`src/rtl/lifo_stack_pkg.sv`:
```
`default_nettype none
// ============================================================================
// Module   : lifo_stack_pkg
// Brief    : Shared sizing helpers for the LIFO stack.
// Revision : 1.0 - initial release
// ============================================================================
package lifo_stack_pkg;

    // Pointer must count 0..depth inclusive, hence the extra bit.
    function automatic int ptr_width(input int depth);
        return $clog2(depth) + 1;
    endfunction

    function automatic int idx_width(input int depth);
        return (depth > 1) ? $clog2(depth) : 1;
    endfunction

endpackage : lifo_stack_pkg
`default_nettype wire

```
`src/rtl/lifo_stack.sv`:
```
`default_nettype none
// ============================================================================
// Module   : lifo_stack
// Brief    : Synchronous LIFO with single-cycle push/pop, full/empty flags
//            and an exposed entry-count pointer.
// Revision : 1.0 - initial release
// ============================================================================
module lifo_stack
    import lifo_stack_pkg::*;
#(
    parameter int data_width = 8,
    parameter int stack_size = 8
) (
    input  logic                              clk,
    input  logic                              rst,
    input  logic                              push,
    input  logic                              pop,
    input  logic [data_width-1:0]             data_in,
    output logic [data_width-1:0]             data_out,
    output logic                              full,
    output logic                              empty,
    output logic [ptr_width(stack_size)-1:0]  ptr
);

    localparam int PTR_W = ptr_width(stack_size);
    localparam int IDX_W = idx_width(stack_size);
    localparam logic [PTR_W-1:0] c_depth = PTR_W'(stack_size);
    localparam logic [PTR_W-1:0] c_one   = PTR_W'(1);

    logic [data_width-1:0] mem [0:stack_size-1];

    logic [PTR_W-1:0]      r_ptr;
    logic [data_width-1:0] r_data_out;
    logic [PTR_W-1:0]      w_ptr_dec;
    logic                  w_full;
    logic                  w_empty;

    assign w_full    = (r_ptr == c_depth);
    assign w_empty   = (r_ptr == '0);
    assign w_ptr_dec = r_ptr - c_one;

    // Push wins over a simultaneous pop; the pop is dropped entirely.
    always_ff @(posedge clk) begin
        if (!rst) begin
            r_ptr      <= '0;
            r_data_out <= '0;
        end else if (push) begin
            if (!w_full) begin
                mem[r_ptr[IDX_W-1:0]] <= data_in;
                r_ptr                 <= r_ptr + c_one;
            end
        end else if (pop && !w_empty) begin
            r_data_out <= mem[w_ptr_dec[IDX_W-1:0]];
            r_ptr      <= w_ptr_dec;
        end
    end

    assign data_out = r_data_out;
    assign full     = w_full;
    assign empty    = w_empty;
    assign ptr      = r_ptr;

endmodule : lifo_stack
`default_nettype wire

```
`config.mk`:
```
export PLATFORM = sky130hd
export DESIGN_NAME = lifo_stack
export DESIGN_NICKNAME = d
export VERILOG_FILES = /design/src/rtl/lifo_stack_pkg.sv /design/src/rtl/lifo_stack.sv
export SDC_FILE = /design/constraint.sdc
export NUM_CORES = 1
export LEC_CHECK = 0
export ABC_AREA = 1
export CAP_MARGIN = 40
export CORE_ASPECT_RATIO = 0.9
export CORE_MARGIN = 5
export CORE_UTILIZATION = 39
export DETAILED_ROUTE_END_ITERATION = 10
export PLACE_DENSITY = 0.68
export SYNTH_ARGS = -nofsm -noshare
export SYNTH_HDL_FRONTEND = slang
export SYNTH_SLANG_ARGS = --single-unit
```
`constraint.sdc`:
```
create_clock -name clk -period 3.4 [get_ports clk]
set_input_delay 1.02 -clock clk [delete_from_list [all_inputs] [get_ports clk]]
set_output_delay 1.02 -clock clk [all_outputs]
set_load 0.02 [all_outputs]
```
Word-level counts from Yosys, hierarchy flattened
Memory sizes are Yosys's and may differ from the RTL's. A register that Yosys moved wholly into a read port is not among the register bits.
Index checks and enable logic that the tools add are counted.
- register bits: 4
- latch bits: 0
- memory bits (writable): 64
- memory bits (read-only): 0
- bits of input ports: 12
- memories: 1
- add/subtract/negate cells: 2
- multipliers: 0
- div/mod/pow operators: 0
- order comparisons: 0
- eq/ne operators: 2
- shift operators: 0
- mux-type cells: 7
- bitwise gates (word level): 1
- reduce and logical (&&, ||, !) cells: 7
- memory list (memory ; depth ; width ; rd ports ; clocked after memory_dff ; write ports ; RTL line ; source):
    mem ; 8 ; 8 ; 1 ; 1 ; 1 ; lifo_stack.sv:30 ; logic [data_width-1:0] mem [0:stack_size-1];
- operators by type and width (cell ; number):
    $mux W4 ; 3
    $add A4 B1 Y4 const B ; 1
    $eq A4 B4 Y1 const B ; 1
    $logic_not A4 Y1 ; 1
    $mux W1 ; 4
    $reduce_and A2 Y1 ; 2
    $sub A4 B1 Y4 const B ; 1
    $logic_not A1 Y1 ; 2
    $ne A2 B2 Y1 const B ; 1
    $reduce_bool A2 Y1 ; 1
    $logic_and A1 B1 Y1 ; 1
    $not A1 Y1 ; 1

Logic depth before layout (Yosys ltp)
Gate-level depths: netlist of the first run.
- depth after elaboration: 5
- gate-level depth with buffers: 11

Least setup slack after synthesis of the first run
Ideal clock, no wire load.
- path type: input to register
- from: input push
- to: memory mem[1][0] (enable)
- setup time: 0.383 ns
- arrival: 2.209 ns
- required time: 3.017 ns
- slack: 0.807 ns
- stages: 5
- buffers on the path: 1
- cell sequence: clkbuf_1 o21ai_2 nor2_1 nand2_1 nor3_1
- word-level cells in the longest chain between the ends: 3
- RTL lines (element ; RTL line ; source):
    from (decl) ; lifo_stack.sv:16 ; input logic push,
    $mux W1 ; lifo_stack.sv:47 ; end else if (push) begin
    $mux W1 ; lifo_stack.sv:44 ; if (!rst) begin
    $mux W1 (implied by the code) ; lifo_stack.sv:49 ; mem[r_ptr[IDX_W-1:0]] <= data_in;
    to (decl) ; lifo_stack.sv:30 ;
No other way between the ends.

Worst setup path in the final report of the first run
- from: register r_ptr[0] (netlist: ptr[0])
- to: output full
- word-level cells in the longest chain between the ends: 1
- RTL lines (element ; RTL line ; source):
    from (decl) ; lifo_stack.sv:32 ; logic [PTR_W-1:0] r_ptr;
    from (signal assigned) ; lifo_stack.sv:50 ; r_ptr <= r_ptr + c_one;
    from (signal assigned) ; lifo_stack.sv:54 ; r_ptr <= w_ptr_dec;
    $eq A4 B4 Y1 ; lifo_stack.sv:38 ; assign w_full = (r_ptr == c_depth);
    to (decl) ; lifo_stack.sv:20 ; output logic full,
No other way between the ends.

==> results.json, run 1 <==
{
  "ys.flop_type": "edfxtp_1",
  "grt_pass1_vias": 2228,
  "synth_cell_types": 24,
  "htree_levels": 3,
  "fp.coreArea_um2": 8448,
  "postCtsHoldBufs": 0,
  "min_period_ns": 3.171,
  "finalSetupTns_ns": 0,
  "cp-end-kind": "primary output",
  "overflow": 0,
  "arrival_ns": 2.15,
  "die_area_um2": 10480,
  "die_h_um": 97.62,
  "die_x_um": 107.4,
  "reg2reg_slack_ns": 1.15,
  "diodes": 0,
  "start_util_pct": 39.38,
  "synth_seq_cells": 76,
  "final_cell_mix": "nand2_1, edfxtp_1, inv_1",
  "pin_count": 26,
  "ys_async_sr_fraction_pct": 0,
  "rows": 32,
  "status": "finished clean",
  "drtIter0Drc": 235,
  "finalHoldViolCount": 0,
  "power_density_nw_per_um2": 557.5,
  "synth_area_um2": 3327,
  "setup_violations": 0,
  "cts_root_buffer": "clkbuf_8",
  "grt_usage_pct": 15.34,
  "clkSinkCount": 76,
  "post_cts_resized": 0,
  "critical_path_class": "reg2out",
  "fin_skew_ns": 0.007237,
  "r2r-start": "ptr[0]$_SDFFE_PN0P_",
  "final_common_cell": "nand2_1",
  "startpoint": "ptr[0]$_SDFFE_PN0P_",
  "synth_area_leaders": "edfxtp_1, nand2_1, nand3_1, dfxtp_1, inv_1",
  "routedWlPerCell_um": 15.42,
  "grt_setup_unrepaired": "false",
  "yosysTopAreaCell": "edfxtp_1",
  "areaGrowthSynthToFinish_pct": 17.38,
  "cts_max_path_buffers": 2,
  "synth_enable_flop_cells": 64,
  "p_leak_uw": 0.001595,
  "grt_antenna_before_repair": 0,
  "dp_hpwl_um": 5328,
  "cp_max_fo": 35,
  "worst_r2r_endpoint": "mem[6][3]$_DFFE_PP_",
  "drt_pass1_iterations": 4,
  "max-vdd-ir-drop_uv": 224.1,
  "slew_violations": 0,
  "cp.required_ns": 2.38,
  "numCtsBuffers": 9,
  "portBuffers": 25,
  "num_vias": 2347,
  "hp-class": "reg2reg",
  "fin_crit_sh_pct": 93.27,
  "num-nets-final": 380,
  "r2r_cells": 8,
  "cts_setup_buffers": 0,
  "timing.hold.ws_ns": 0.4678,
  "clock_latency_ns": 0.35,
  "layout-drive-gt1-share_pct": 9.434,
  "grt_pass1_wl_um": 11990,
  "maxSlewHeadroom_pct": 60.25,
  "cts_tree": "done",
  "endpoint": "full",
  "synthesis.nets": 347,
  "yosys_warnings": 0,
  "syn-instance-count": 333,
  "yosysSeqAreaShare_pct": 64.99,
  "grt_max_degree": 39,
  "max_freq_mhz": 315.3,
  "drtAntennaViolNets": 0,
  "gp_congestion": 0.8973,
  "drc_errors": 0,
  "avgSynthCellArea_um2": 9.991,
  "routed_via_density": 4.790,
  "cap_violations": 0,
  "synth_top_area_share_pct": 57.77,
  "start_kind": "register",
  "tightest_slew_ns": 0.5963,
  "clk_pin_slew_ns": 0.08,
  "routed_wirelength_um": 7555
}
[final cells by class]
| cell class | instances | area [um^2] |
|---|---|---|
| tap | 119 | 148.9 |
| multi-input combinational | 187 | 858.3 |
| clock inverter | 6 | 63.81 |
| clock buffer | 10 | 127.6 |
| fill | 801 | 4543 |
| timing repair buffer | 35 | 325.3 |
| inverter | 57 | 219.0 |
| sequential | 76 | 2162 |
[synthesized netlist by cell type, types with 2 or more instances]
cell,count
o21ai_2,2
buf_4,2
o21ai_1,3
buf_2,7
dfxtp_1,12
nor2_1,13
buf_6,3
nand2_1,95
inv_1,52
nand2_2,2
inv_2,2
nand3_1,51
a21oi_1,12
nor3_1,2
inv_4,2
edfxtp_1,64
ha_1,2
[kinds of logic (layout without fill, tap and decap cells)]
family          Yosys count  after routing  share of synthesized area [%]
simple gates            163            163                          20.53
flops                    76             76                          64.99
buf+inv                  70            108                          9.214
compound gates           18             18                          2.971
xor+xnor                  3              3                          1.241
fa+ha+maj                 2              2                         0.7520
mux                       1              1                         0.3009
[flip-flops by register name, summed over array words and instances, names as in the netlist]
signal	count
data_out	8
mem	64
ptr	4
[worst max-delay path, stage by stage (launching register included)]
cell and delay, ns:
dfxtp_1 0.34, inv_4 0.27, ha_1 0.35, nand2_2 0.13, nor2_1 0.11, clkdlybuf4s50_1 0.61
[worst min-delay path by stage]
stage | endpoint | cells past startpoint | start
6_report | data_out[1]$_SDFFE_PN0P_ | 2 | data_out[1]$_SDFFE_PN0P_
3_3_place_gp | data_out[3]$_SDFFE_PN0P_ | 2 | data_out[3]$_SDFFE_PN0P_
4_1_cts | data_out[1]$_SDFFE_PN0P_ | 2 | data_out[1]$_SDFFE_PN0P_
3_5_place_dp | data_out[1]$_SDFFE_PN0P_ | 2 | data_out[1]$_SDFFE_PN0P_
5_1_grt | data_out[1]$_SDFFE_PN0P_ | 2 | data_out[1]$_SDFFE_PN0P_
2_1_floorplan | data_out[0]$_SDFFE_PN0P_ | 2 | data_out[0]$_SDFFE_PN0P_
[per-stage QoR]
| stage | setup WS (ns) | area (um^2) | utilization (%) | total power (uW) | cells |
|---|---|---|---|---|---|
| after global placement | 0.4737 | 3714 | 43.96 | 1529 | 474 |
| after global routing | 0.08218 | 3905 | 46.22 | 2282 | 490 |
| after CTS | 0.2040 | 3905 | 46.22 | 2187 | 490 |
| after floorplan | 0.8074 | 3327 | - | 1388 | 333 |
| final | 0.2288 | 3905 | 46.22 | 2177 | 490 |
| after detailed placement | 0.4391 | 3714 | 43.96 | 1530 | 474 |
[power breakdown]
group          internal, uW  total [uW]  switching, uW
Combinational           156         442            286
Clock                   339         666            327
Sequential             1050        1070           22.2
[per-layer routing]
layer  share of wire [%]  global-route usage [%]
met5                   0                       0
met1                  46                   21.53
met4                 1.0                   4.078
met2                  45                   22.80
met3                 7.9                   5.183
Power figures use the tool's default switching activity.
==> inputs of run 2 (changes only) <==
--- a/config.mk
+++ b/config.mk
@@ -7,7 +7,7 @@
 export LEC_CHECK = 0
 export ABC_AREA = 1
 export CAP_MARGIN = 40
-export CORE_ASPECT_RATIO = 0.9
+export CORE_ASPECT_RATIO = 1.1
 export CORE_MARGIN = 5
 export CORE_UTILIZATION = 39
 export DETAILED_ROUTE_END_ITERATION = 10
==> results.json, run 2 (same netlist as run 1, synthesis figures left out) <==
{
  "finalSetupTns_ns": 0,
  "reg2reg_slack_ns": 1.26,
  "fin_ws_ns": 0.2532,
  "grt_pass1_wl_um": 11980,
  "dp_hpwl_um": 5254,
  "diodes": 0,
  "r2r_cells": 8,
  "clk_pin_slew_ns": 0.08,
  "max-vdd-ir-drop_uv": 325.1,
  "slowest_stage": "clkdlybuf4s50_1",
  "power_density_nw_per_um2": 578.5,
  "post_cts_resized": 0,
  "max_freq_mhz": 317.8,
  "routedWlPerCell_um": 15.54,
  "drt_pass1_iterations": 5,
  "grt_setup_unrepaired": "false",
  "stdcell_count": 483,
  "cts_max_path_buffers": 2,
  "worst_r2r_endpoint": "mem[1][5]$_DFFE_PP_",
  "layout-drive-gt1-share_pct": 9.946,
  "cts_root_buffer": "clkbuf_8",
  "die_x_um": 98.07,
  "p_leak_uw": 0.001610,
  "cp-end-kind": "primary output",
  "status": "finished clean",
  "grt_usage_pct": 15.18,
  "cap_violations": 0,
  "grt_pass1_vias": 2271,
  "startpoint": "ptr[0]$_SDFFE_PN0P_",
  "routed_wirelength_um": 7505,
  "grt_antenna_before_repair": 0,
  "min_period_ns": 3.147,
  "areaGrowthSynthToFinish_pct": 18.28,
  "gp_congestion": 0.8689,
  "maxSlewHeadroom_pct": 60.10,
  "clock_latency_ns": 0.35,
  "htree_levels": 3,
  "critical_path_class": "reg2out",
  "drtIter0Drc": 234,
  "start_kind": "register",
  "numCtsBuffers": 9,
  "portBuffers": 25,
  "path_cells": "inv_4, ha_1, nand2_2, nor2_1, clkdlybuf4s50_1",
  "place_ws_ns": 0.4968,
  "r2r-start": "ptr[0]$_SDFFE_PN0P_",
  "drtAntennaViolNets": 0,
  "num_vias": 2301,
  "rows": 35,
  "timing.hold.ws_ns": 0.4706,
  "endpoint": "empty",
  "slew_violations": 0,
  "place_area_um2": 3711,
  "die_area_um2": 10480,
  "finalHoldViolCount": 0,
  "start_util_pct": 39.78,
  "fin_skew_ns": 0.01101,
  "arrival_ns": 2.13,
  "cp_max_fo": 35,
  "hp-class": "reg2reg",
  "finalInstanceArea_um2": 3935,
  "cts_tree": "done",
  "fin_crit_sh_pct": 92.55,
  "fp.coreArea_um2": 8364,
  "tightest_slew_ns": 0.5985,
  "cp.required_ns": 2.38,
  "final_cell_mix": "nand2_1, edfxtp_1, inv_1",
  "cts_setup_buffers": 0,
  "clkSinkCount": 76,
  "die_h_um": 106.9,
  "drc_errors": 0,
  "routed_via_density": 4.764,
  "postCtsHoldBufs": 0,
  "setup_violations": 0,
  "overflow": 0,
  "dp_cells": 467,
  "num-nets-final": 381,
  "final_common_cell": "nand2_1",
  "grt_max_degree": 39,
  "largest_reg_flops": 64,
  "pin_count": 26,
  "slowest_delay_ns": 0.61
}
==> run 2: cell count changes in the layout (fill, tap and decap cells not counted) <==
cell	previous run	this run
buf_4	10	11
bufinv_16	1	2
clkbuf_1	1	0
clkinv_2	2	0
clkinv_4	0	1
clkinvlp_4	2	3
==> run 2: where the power goes <==
group          total [uW]  internal (uW)  switching, uW
Sequential           1060           1050           16.8
Clock                 756            416            339
Combinational         457            158            299
Total                2280           1620            655
==> run 2: area by class of cell <==
cell class | count | area (um^2)
repair buffers | 36 | 332.8
fillers | 773 | 4429
multi-input cells | 187 | 858.3
flip-flops and latches | 76 | 2162
clock inverters | 7 | 100.1
well taps | 111 | 138.9
clock buffers | 9 | 123.9
inverters | 57 | 219.0
==> run 2: stage by stage <==
step	util, %	power [uW]
6_report	47.05	2276
5_1_grt	47.05	2385
4_1_cts	47.05	2290
3_5_place_dp	44.37	1538
3_3_place_gp	44.37	1534
2_1_floorplan	-	1388
==> run 2: metal layers <==
| metal | track usage, % | wire, um | vias up |
|---|---|---|---|
| met2 | 23.39 | 3476 | 79 |
| met4 | 4.748 | 137 | 0 |
| met3 | 4.619 | 576 | 12 |
| met1 | 20.61 | 3315 | 1064 |
| li1 | - | - | 1146 |
| met5 | 0 | 0 | - |
==> run 2: worst min-delay path by stage <==
stage	start	endpoint	depth (start not counted)
after detailed placement	data_out[1]$_SDFFE_PN0P_	data_out[1]$_SDFFE_PN0P_	2
after global placement	data_out[2]$_SDFFE_PN0P_	data_out[2]$_SDFFE_PN0P_	2
after global routing	data_out[4]$_SDFFE_PN0P_	data_out[4]$_SDFFE_PN0P_	2
after CTS	data_out[1]$_SDFFE_PN0P_	data_out[1]$_SDFFE_PN0P_	2
final	data_out[1]$_SDFFE_PN0P_	data_out[1]$_SDFFE_PN0P_	2
after floorplan	data_out[0]$_SDFFE_PN0P_	data_out[0]$_SDFFE_PN0P_	2
==> run 2: critical path, delay by kind of cell, from the launching register on <==
kind	cells	cell delay [ns]
fa+ha+maj	1	0.35
buf+inv	2	0.87
flops	1	0.34
simple gates	2	0.21
==> edit: new RTL, flow settings as in run 2 <==
`stack_size`: 8 -> 16.
--- a/src/rtl/lifo_stack.sv
+++ b/src/rtl/lifo_stack.sv
@@ -9,7 +9,7 @@
     import lifo_stack_pkg::*;
 #(
     parameter int data_width = 8,
-    parameter int stack_size = 8
+    parameter int stack_size = 16
 ) (
     input  logic                              clk,
     input  logic                              rst,
Interface: changed (resized ptr); port bits go from 26 to 27. No check against the original RTL was run, so the function may have changed too.
==> edit against run 2 <==
Global-route usage increased by 1.2 points; final area increased by 89%; sequential power increased by 85%; largest cell class unchanged; synthesized cell count increased by 88%; total power increased by 100%; area after synthesis increased by 88%; utilization increased by 0.16 points; clock skew increased by 0.0041 ns; routed wire length increased by 91%; fmax decreased by 3.7%; sequential cell count increased by 65; setup slack got worse by 0.12 ns; combinational power increased by 71%.
==> edit: results (changes against run 2) <==
[metrics] status: completed
[metrics] CP Data Arrival Time: 2.25 ns (+0.12 ns)
[metrics] first-pass GRT wire length: 22.7 mm (+90%)
[metrics] met1 track utilization from global routing: 0.189 (-0.0170)
[metrics] root buffer cell: sky130_fd_sc_hd__clkbuf_16
[metrics] proportion of synthesized chip area in sequential cells: 0.656 (+0.00639)
[metrics] Synth Area in Compound Gates: 0.00960 (-0.0201)
[metrics] number of buffers inserted during clock tree synthesis: 17 (+8)
[metrics] iteration-0 DRC count of the detailed router: 284 (+21%)
[metrics] number of H-tree levels: 4 (+1)
[metrics] CP max FO: 6 (-83%)
[metrics] post-synthesis net count: 643 (+85%)
[metrics] max reg flops: 128 (+100%)
[metrics] number of standard cells after synthesis: 627 (+88%)
[metrics] proportion of synthesized area in mux cells: 0 (-0.00301)
[metrics] met2 Usage GRT: 0.291 (+0.0571)
[metrics] met3 demand-to-capacity share in global routing: 0.0385 (-0.00766)
[metrics] setup slack of the worst register-to-register path: 1.01 ns (-0.25 ns)
[metrics] routability-driven placement congestion ratio: 0.903 (+3.9%)
[metrics] number of flops mapped to enable cells by yosys: 128 (+100%)
[metrics] skew final: 0.0151 ns (+0.00414 ns)
[metrics] delay of the slowest critical-path stage: 0.59 ns (-0.02 ns)
[metrics] Worst-Margin Slew: 0.801 ns (+0.202 ns)
[metrics] number of nets in the finished design: 691 (+81%)
[metrics] Placed Instances: 856 (+83%)
[metrics] Leakage Power: 3.12 nW (+94%)
[metrics] met2 wire length: 7.56 mm (+120%)
[metrics] biggest area contributors in the synthesized netlist: sky130_fd_sc_hd__edfxtp_1 61%, sky130_fd_sc_hd__nand2_1 13%, sky130_fd_sc_hd__nand3_1 6.6%
[metrics] hpwl dp: 9.60 mm (+83%)
[metrics] total routing resource utilization after global routing: 0.164 (+0.0119)
[metrics] final hold slack: 0.555 ns (+0.0839 ns)
[metrics] launching point of the worst reg2reg path: ptr[1]
[metrics] top cells by instance count after synthesis: 220 x sky130_fd_sc_hd__nand2_1, 128 x sky130_fd_sc_hd__edfxtp_1, 83 x sky130_fd_sc_hd__nand3_1
[metrics] clock input transition at the sequential cells of the worst setup and hold paths: 0.06 ns (-0.02 ns)
[metrics] I/O Buffers: 26 (+4.0%)
[metrics] maximum VDD drop: 0.377 mV (+16%)
-- edit: cell types whose count changed in the layout (fill, tap and decap cells not counted), sizes merged, moves of 17 or more --
| cell | change |
|---|---|
| edfxtp | +64 |
| inv | +30 |
| nand2 | +125 |
| nand3 | +43 |
| buf | +17 |
| nor2 | +22 |
-- edit: worst max-delay path by stage --
stage	startpoint	to	slack, ns	cells after the start
floorplan	ptr[0]	mem[11][0]	0.62	9
global placement	push	mem[1][7]	0.47	6
detailed placement	push	mem[1][2]	0.43	6
CTS	ptr[1]	empty	0.13	7
global route	ptr[1]	empty	0.01	7
finish	ptr[1]	empty	0.13	7
-- edit: cell families after synthesis --
family | count (synthesis)
and+or+nand+nor | 355
DFF | 141
buffers and inverters | 113
xor gates and xnor gates | 3
AOI/OAI and AO/OA | 11
adders and majority gates | 4
-- edit: layout make-up --
class,instances,area [um2],share of cell area
multi-input combinational,373,1680,0.227
tap,200,250,0.0337
clock buffer,21,440,0.0593
inverter,88,330,0.0445
timing repair buffer,54,478,0.0643
clock inverter,10,141,0.0190
sequential,141,4110,0.553
-- edit: power by group through the flow --
| stage | clock network (W) | logic, W | registers, W |
|---|---|---|---|
| 4_1_cts | 0.00183 | 0.000781 | 0.00196 |
| 3_5_place_dp | 0 | 0.000777 | 0.00199 |
| 6_report | 0.00182 | 0.000783 | 0.00196 |
| 2_1_floorplan | 0 | 0.000509 | 0.00201 |
| 3_3_place_gp | 0 | 0.000760 | 0.00199 |
| 5_1_grt | 0.00193 | 0.000860 | 0.00196 |
